$ cat config.mk
export PLATFORM = sky130hd
export DESIGN_NAME = uart_tx_fifo
export DESIGN_NICKNAME = d
export VERILOG_FILES = /design/src/rtl/uart_tx_fifo.sv
export SDC_FILE = /design/constraint.sdc
export NUM_CORES = 1
export LEC_CHECK = 0
export BUFFER_PORTS_ARGS = -buffer_cell sky130_fd_sc_hd__buf_2
export CORE_MARGIN = 2
export CORE_UTILIZATION = 25
export DETAILED_ROUTE_END_ITERATION = 8
export PLACE_DENSITY = 0.49
export SKIP_LAST_GASP = 1
export SYNTH_ARGS = -nofsm -noshare
export SYNTH_HDL_FRONTEND = slang
export SYNTH_SLANG_ARGS = --single-unit
$ cat constraint.sdc
create_clock -name clk -period 4.95 [get_ports clk]
set_input_delay 0.495 -clock clk [delete_from_list [all_inputs] [get_ports clk]]
set_output_delay 0.495 -clock clk [all_outputs]
set_load 0.02 [all_outputs]
$ cat src/rtl/uart_tx_fifo.sv
// ---------------------------------------------------------------------------
// uart_tx_fifo
//
// UART transmitter for the host link. Bytes arrive from the coprocessor
// result logic over a valid/ready write port. They are held in a small FIFO
// and sent as 8N1 frames (start bit, 8 data bits LSB first, stop bit) on the
// tx line. Bit timing is generated internally from the system clock, so no
// external baud tick is needed.
//
// Handshake: a byte on tx_data is accepted on a rising clk edge when
// tx_valid & tx_ready are both 1. tx_ready depends only on registered state
// (FIFO not full). tx_valid must not depend combinationally on tx_ready. If
// tx_valid is high while tx_ready is low, the byte is dropped and
// tx_overflow is high for that cycle.
//
// Ports:
//   clk          system clock, all logic on the rising edge
//   reset        asynchronous active-low reset (0 = in reset)
//   tx_data      byte to transmit
//   tx_valid     write request
//   tx_ready     FIFO not full
//   tx           serial line, registered, idle high
//   tx_busy      a frame is in progress or the FIFO holds bytes
//   tx_overflow  write attempted while full (byte dropped)
//   dbg_state    current transmit state (debug / checker visibility)
// ---------------------------------------------------------------------------
module uart_tx_fifo #(
  parameter int CLK_FREQUENCY = 100_000_000,
  parameter int BAUD_RATE     = 115200,
  parameter int FIFO_DEPTH    = 4
) (
  input  logic       clk,
  input  logic       reset,
  input  logic [7:0] tx_data,
  input  logic       tx_valid,
  output logic       tx_ready,
  output logic       tx,
  output logic       tx_busy,
  output logic       tx_overflow,
  output logic [1:0] dbg_state
);

  localparam int BIT_CYCLES = CLK_FREQUENCY / BAUD_RATE;
  localparam int CYC_W      = $clog2(BIT_CYCLES);
  localparam int PTR_W      = $clog2(FIFO_DEPTH);
  localparam int CNT_W      = $clog2(FIFO_DEPTH + 1);

  localparam logic [CYC_W-1:0] CYC_LAST = CYC_W'(BIT_CYCLES - 1);
  localparam logic [CNT_W-1:0] CNT_FULL = CNT_W'(FIFO_DEPTH);

  typedef enum logic [1:0] {
    ST_IDLE  = 2'd0,
    ST_START = 2'd1,
    ST_DATA  = 2'd2,
    ST_STOP  = 2'd3
  } state_e;

  // -------------------------------------------------------------------------
  // Registers
  // -------------------------------------------------------------------------
  state_e           state_q,  state_d;
  logic [CYC_W-1:0] cyc_q,    cyc_d;
  logic [2:0]       bit_idx_q, bit_idx_d;
  logic [7:0]       shift_q,  shift_d;
  logic             tx_q,     tx_d;

  logic [7:0]       mem_q [FIFO_DEPTH];
  logic [7:0]       mem_d [FIFO_DEPTH];
  logic [PTR_W-1:0] wr_ptr_q, wr_ptr_d;
  logic [PTR_W-1:0] rd_ptr_q, rd_ptr_d;
  logic [CNT_W-1:0] count_q,  count_d;

  logic push;
  logic pop;
  logic bit_done;
  logic fifo_nonempty;

  // -------------------------------------------------------------------------
  // FIFO
  // -------------------------------------------------------------------------
  // Readiness comes from the registered count only: a pop in the same cycle
  // does not make room for a push, so a write to a full FIFO is always
  // rejected.
  assign tx_ready      = (count_q != CNT_FULL);
  assign push          = tx_valid & tx_ready;
  assign tx_overflow   = tx_valid & ~tx_ready;
  assign fifo_nonempty = (count_q != '0);

  always_comb begin
    mem_d = mem_q;
    if (push) begin
      mem_d[wr_ptr_q] = tx_data;
    end
  end

  always_comb begin
    wr_ptr_d = wr_ptr_q;
    rd_ptr_d = rd_ptr_q;
    count_d  = count_q;
    // Pointers wrap naturally because FIFO_DEPTH is a power of two.
    if (push) begin
      wr_ptr_d = wr_ptr_q + PTR_W'(1);
    end
    if (pop) begin
      rd_ptr_d = rd_ptr_q + PTR_W'(1);
    end
    case ({push, pop})
      2'b10:   count_d = count_q + CNT_W'(1);
      2'b01:   count_d = count_q - CNT_W'(1);
      default: count_d = count_q;
    endcase
  end

  // -------------------------------------------------------------------------
  // Transmit state machine
  // -------------------------------------------------------------------------
  // cyc_q counts the clocks within the current bit; the last clock of a bit
  // is where the next line value is loaded, so each bit is held exactly
  // BIT_CYCLES clocks.
  assign bit_done = (cyc_q == CYC_LAST);

  always_comb begin
    state_d   = state_q;
    cyc_d     = cyc_q;
    bit_idx_d = bit_idx_q;
    shift_d   = shift_q;
    tx_d      = tx_q;
    pop       = 1'b0;

    case (state_q)
      ST_IDLE: begin
        cyc_d     = '0;
        bit_idx_d = '0;
        tx_d      = 1'b1;
        if (fifo_nonempty) begin
          pop     = 1'b1;
          shift_d = mem_q[rd_ptr_q];
          tx_d    = 1'b0;
          state_d = ST_START;
        end
      end

      ST_START: begin
        if (bit_done) begin
          cyc_d     = '0;
          bit_idx_d = '0;
          tx_d      = shift_q[0];
          state_d   = ST_DATA;
        end else begin
          cyc_d = cyc_q + CYC_W'(1);
        end
      end

      ST_DATA: begin
        if (bit_done) begin
          cyc_d = '0;
          if (bit_idx_q == 3'd7) begin
            tx_d    = 1'b1;
            state_d = ST_STOP;
          end else begin
            // The bit now on the line is shift_q[0]; the next one is bit 1.
            shift_d   = {1'b0, shift_q[7:1]};
            tx_d      = shift_q[1];
            bit_idx_d = bit_idx_q + 3'd1;
          end
        end else begin
          cyc_d = cyc_q + CYC_W'(1);
        end
      end

      ST_STOP: begin
        if (bit_done) begin
          cyc_d = '0;
          if (fifo_nonempty) begin
            // Start the next frame straight from the stop bit: no idle gap.
            pop     = 1'b1;
            shift_d = mem_q[rd_ptr_q];
            tx_d    = 1'b0;
            state_d = ST_START;
          end else begin
            tx_d    = 1'b1;
            state_d = ST_IDLE;
          end
        end else begin
          cyc_d = cyc_q + CYC_W'(1);
        end
      end

      default: begin
        cyc_d   = '0;
        tx_d    = 1'b1;
        state_d = ST_IDLE;
      end
    endcase
  end

  // -------------------------------------------------------------------------
  // Sequential state. Reset drops any frame in flight and all queued bytes;
  // tx returns high as soon as reset asserts.
  // -------------------------------------------------------------------------
  always_ff @(posedge clk or negedge reset) begin
    if (!reset) begin
      state_q   <= ST_IDLE;
      cyc_q     <= '0;
      bit_idx_q <= '0;
      shift_q   <= '0;
      tx_q      <= 1'b1;
      wr_ptr_q  <= '0;
      rd_ptr_q  <= '0;
      count_q   <= '0;
      for (int i = 0; i < FIFO_DEPTH; i++) begin
        mem_q[i] <= '0;
      end
    end else begin
      state_q   <= state_d;
      cyc_q     <= cyc_d;
      bit_idx_q <= bit_idx_d;
      shift_q   <= shift_d;
      tx_q      <= tx_d;
      wr_ptr_q  <= wr_ptr_d;
      rd_ptr_q  <= rd_ptr_d;
      count_q   <= count_d;
      mem_q     <= mem_d;
    end
  end

  // -------------------------------------------------------------------------
  // Outputs
  // -------------------------------------------------------------------------
  assign tx        = tx_q;
  assign tx_busy   = (state_q != ST_IDLE) | fifo_nonempty;
  assign dbg_state = state_q;

endmodule

Word level (Yosys, flattened, before mapping)

Index checks and enable logic that the tools add are counted.

Register bits: 63
Latch bits: 0
Memory bits (writable): 0
Bits in read-only memories: 0
Bits of input ports: 11
Output and inout port bits: 6
Logic and storage cells: 87
Memories: 0

$add $sub $neg: 6
$mul: 0
Divide/modulo/power cells: 0
Magnitude comparators: 3
Eq/ne operators: 14
Shift operators: 0
Mux-type cells: 34
Bitwise gates (word level): 6
Reduce and logical (&&, ||, !) cells: 12

Operator list:

| cell                                                      | number |
|---|---|
| two-way mux 8 bit                                         | 7 |
| bitwise mux 32 bit                                        | 1 |
| case mux 8 bit (3 select lines)                           | 1 |
| case mux 10 bit (2 select lines)                          | 1 |
| binary-select mux 8 bit (select 2 bit)                    | 1 |
| demux 8 bit (select 2 bit)                                | 1 |
| != test 2 bit (second input constant)                     | 6 |
| adder 10 x 1 -> 10 bit (second input constant)            | 1 |
| == test 10 bit (second input constant)                    | 1 |
| two-way mux 10 bit                                        | 1 |
| two-way mux 2 bit                                         | 5 |
| two-way mux 3 bit                                         | 3 |
| case mux 3 bit (3 select lines)                           | 1 |
| nonzero test 3 bit                                        | 3 |
| two-way mux 1 bit                                         | 8 |
| case mux 2 bit (4 select lines)                           | 1 |
| AND reduction 4 bit                                       | 2 |
| adder 3 x 1 -> 3 bit (second input constant)              | 2 |
| == test 2 bit (second input constant)                     | 3 |
| greater-or-equal comparator 3 bit (second input constant) | 2 |
| NOT 2 -> 3 bit                                            | 2 |
| case mux 3 bit (2 select lines)                           | 1 |
| AND reduction 5 bit                                       | 1 |
| adder 2 x 1 -> 2 bit (second input constant)              | 2 |
| other kinds (15)                                          | 18 |

Depth between registers and ports, before layout

Depth in word-level cells: 7
Gate-level depth with buffers: 11
Mapped depth without buffers: 11

Worst setup path after synthesis

OpenSTA, ideal clock, no wires.

Path kind: register to register
From: register state_q[1], in the netlist dbg_state[1]
To: register count_q[2]
Library setup time: 0.079 ns
Arrival: 2.456 ns
Required time: 4.871 ns
Setup slack: 2.415 ns
Cell stages (with the launch flop): 11
Buffers on the path: 0
Clock period less this slack: 2.535 ns
Cell sequence: dfrtp_1 -> ha_1 -> inv_1 -> o41a_1 -> nor3_2 -> ha_1 -> inv_1 -> fa_1 -> xor2_1 -> nor2_1 -> xor2_1

Cells in the longest elaborated chain, start to end: 4
Elaborated cells on any way between the ends: 7
Classes of those cells: 3 x eq/ne; 2 x mux; 2 x reduce/logical

Ends and longest elaborated chain:

| item                                                                  | line | source |
|---|---|---|
| from (decl)                                                           | 61   | `state_e state_q, state_d;` |
| from (signal assigned)                                                | 215  | `state_q <= state_d;` |
| == test 2 bit or logical NOT 2 bit (tied branches)                    | 130  | `case (state_q)` |
| case mux 1 bit (2 select lines) (*)                                   | 130  |  |
| named net pop                                                         | 74   | `logic pop;` |
| == test 2 x 1 -> 1 bit or == test 2 bit (tied branches)               | 107  | `case ({push, pop})` |
| case mux 3 bit (2 select lines) or nonzero test 2 bit (tied branches) | -    |  |
| to (signal assigned)                                                  | 222  | `count_q <= count_d;` |
| to (decl)                                                             | 71   | `logic [CNT_W-1:0] count_q, count_d;` |

The timed path passes the listed nets; every way through them passes the cells marked *.
A chain may end at the register's enable or synchronous reset.

Worst setup path after layout

From: register cyc_q[0]
To: register count_q[2]

Cells in the longest elaborated chain, start to end: 5
Elaborated cells on any way between the ends: 7
Classes of those cells: 3 x eq/ne; 3 x mux; 1 x reduce/logical

Ends and longest elaborated chain:

| item                                                                  | line | source |
|---|---|---|
| from (decl)                                                           | 62   | `logic [CYC_W-1:0] cyc_q, cyc_d;` |
| from (signal assigned)                                                | 216  | `cyc_q <= cyc_d;` |
| == test 10 bit (*)                                                    | 120  | `assign bit_done = (cyc_q == CYC_LAST);` |
| two-way mux 1 bit (*)                                                 | 172  | `if (bit_done) begin` |
| case mux 1 bit (2 select lines) (*)                                   | 130  |  |
| named net pop                                                         | 74   |  |
| == test 2 x 1 -> 1 bit or == test 2 bit (tied branches)               | 107  |  |
| case mux 3 bit (2 select lines) or nonzero test 2 bit (tied branches) | -    |  |

Marks and branches as above.

==> flow_metrics.tcl <==
set metrics [dict create \
    dp_cells 424 \
    finalHoldViolCount 0 \
    worst_slew_pin_slew_ps 801 \
    final_cell_mix "62 x dfrtp_1, 34 x mux2_2, 17 x nor2_1" \
    grt.total_usage 0.100 \
    syn_avg_cell_area_sq_um 13.1 \
    nets 288 \
    htree_levels 3 \
    max_freq_mhz 371 \
    cts-root-buf "clkbuf_16" \
    grt.overflow.total 0 \
    vias 1860 \
    final_common_cell "dfrtp_1" \
    postRouteAntennaNets 0 \
    gp_congestion 0.733 \
    drt_iter0_drc 87 \
    synth_top_cell_area_share 0.492 \
    cp.arrival_ps 2950 \
    finalSetupTns_ps 0 \
    clk_pin_slew_worst_paths_ps 50 \
    finalMaxSlewViolations 0 \
    hpwl_microns 4070 \
    area_growth_pct 18.4 \
    clk_latency_ps 330 \
    finalNonFillerCells 440 \
    holdWs_ps 325 \
    routed_via_density 4.23 \
    maxCapViolCount 0 \
    routed_wl_microns 5950 \
    start_kind "flip-flop" \
    pin_count 17 \
    synth_seq_cells 63 \
    irDropWorstVdd_v 0.000230 \
    period_share 0.545 \
    numCtsBuffers 9 \
    synth_ff_type "dfrtp_1" \
    cts_resized 0 \
    num_rows 41 \
    yosys.area_share.adder 0.0580 \
    nFillCells 1249 \
    max_slew_margin 0.466 \
    antenna_found_initial 0 \
    netlist_area_sq_mm 0.00315 \
    worst_clock_skew_ps 8.83 \
    core_sq_mm 0.0125 \
    yosysUniqueCellTypes 45 \
    multi_input_area_sq_mm 0.00147 \
    grt_max_degree 64 \
    drt-pass1-iter-count 4 \
    ys.warnings.count 0 \
    synth_nets 265 \
    worstPathMaxFanout 4 \
    rsz0062_at_grt "false" \
    cp.required_ps 5200 \
    io_buffers 16 \
    end_kind "flip-flop" \
    seqCellArea_sq_mm 0.00158 \
    cts_hold_buffers 0 \
    fin_crit_ps 2700 \
    wl_per_cell_microns 13.5 \
    cts_sinks 63 \
    criticalPathCategory "reg2reg" \
    clock_path_buffers 2 \
    grt_pass1_wl_microns 10100 \
    p_leak_nw 1.64 \
    ys_seq_area_frac 0.501 \
    drc 0 \
    die_y_microns 116 \
    synth-async-reset-ratio 1.00 \
    num_antenna_cells 0 \
    status "completed" \
    die_width_microns 116 \
    grt_pass1_vias 2004 \
    power.density_mw_per_mm2 698 \
    synth_area_leaders "dfrtp_1 49%, mux2_2 12%, mux4_2 5.7%" \
    yosys.area_share.simple 0.0890 \
    postCtsSetupBuffers 0 \
    synth_xor_area_frac 0.0389 \
    synth-edff-count 0 \
    final_util 0.299 \
    synth_top_family_by_area "multiplexers" \
    synth_largest_area_cell "dfrtp_1" \
    synth_cells 240 \
    drive_gt1_frac 0.332 \
    hold_class "in2async" \
    start_util 0.253 \
    setup_violations 0 \
    synthMuxAreaShare 0.237 \
    r2r_slack_ps 2250 \
    synth_compound_area_frac 0.0453 \
    cts_tree "yes" \
    dieArea_sq_mm 0.0135 \
]
## cell type report
type,instances,share of cell area
Clock buffer,11,0.0624
Sequential cell,63,0.423
Multi-Input combinational cell,156,0.395
Tap cell,172,0.0577
Inverter,16,0.0161
Timing Repair Buffer,17,0.0235
Clock inverter,5,0.0221
## critical path: stages (launching register included)
cell,delay [ps]
dfrtp_1,380
ha_1,220
nand4b_1,250
o41a_1,480
nor3_2,190
ha_1,230
inv_1,60
fa_1,370
xor2_1,170
nor2_1,110
xor2_1,160
## state kept, by name (all words and copies together), names as in the netlist
| name | count |
|---|---|
| bit_idx_q | 3 |
| count_q | 3 |
| cyc_q | 10 |
| dbg_state | 2 |
| mem_q | 32 |
| rd_ptr_q | 2 |
| shift_q | 8 |
| tx | 1 |
| wr_ptr_q | 2 |
## per-layer routing
layer | global-route usage | vias to the layer above | routed length, microns
li1 | - | 901 | -
met1 | 0.119 | 930 | 2680
met2 | 0.169 | 17 | 3030
met3 | 0.0296 | 12 | 137
met4 | 0.0460 | 0 | 103
met5 | 0 | - | 0
## path summary, 6_finish.rpt
check / from / cells after the start / endpoint
setup / recovery: cyc_q[0] / 10 / count_q[2]
max in group asynchronous: reset / 2 / cyc_q[2]
hold reg to reg: mem_q[22] / 1 / mem_q[22]
setup reg to reg: cyc_q[0] / 10 / count_q[2]
min in group clk: tx_data[7] / 2 / mem_q[23]
hold / removal: reset / 2 / mem_q[12]
## report_power, final
group | internal [mW] | switching [mW] | total [mW]
Clock | 0.441 | 0.223 | 0.664
Combinational | 0.565 | 0.441 | 1.01
Sequential | 0.752 | 0.180 | 0.932
Total | 1.76 | 0.843 | 2.60
## metrics by stage
step	power [mW]	setup slack [ps]	area [sq um]
2_1_floorplan	1.75	2410	3150
3_3_place_gp	1.94	2340	3410
3_5_place_dp	1.97	2260	3410
4_1_cts	2.65	2230	3730
5_1_grt	2.80	1960	3730
6_report	2.60	2250	3730
## cells by family after synthesis
family,after synthesis
AO/OA/AOI/OAI,19
XOR/XNOR,14
adder cells (fa/ha/maj),14
buffers and inverters,21
flip-flops,63
multiplexers,56
AND/OR/NAND/NOR,53
## synth_stat cells, types with 2 or more instances
cell type  number
dfrtp_1        62
mux2_2         34
nor2_1         17
inv_1          15
nand2_1        14
ha_1           13
xor2_1         10
mux4_2          8
mux2_4          7
mux2_1          6
and3_1          4
nand3_1         4
xnor2_1         4
nand4_1         3
o21ai_0         3
a21oi_1         2
clkbuf_1        2
nor3_2          2
o211ai_1        2
o22ai_1         2
or3_1           2
Power figures use the tool's default switching activity.
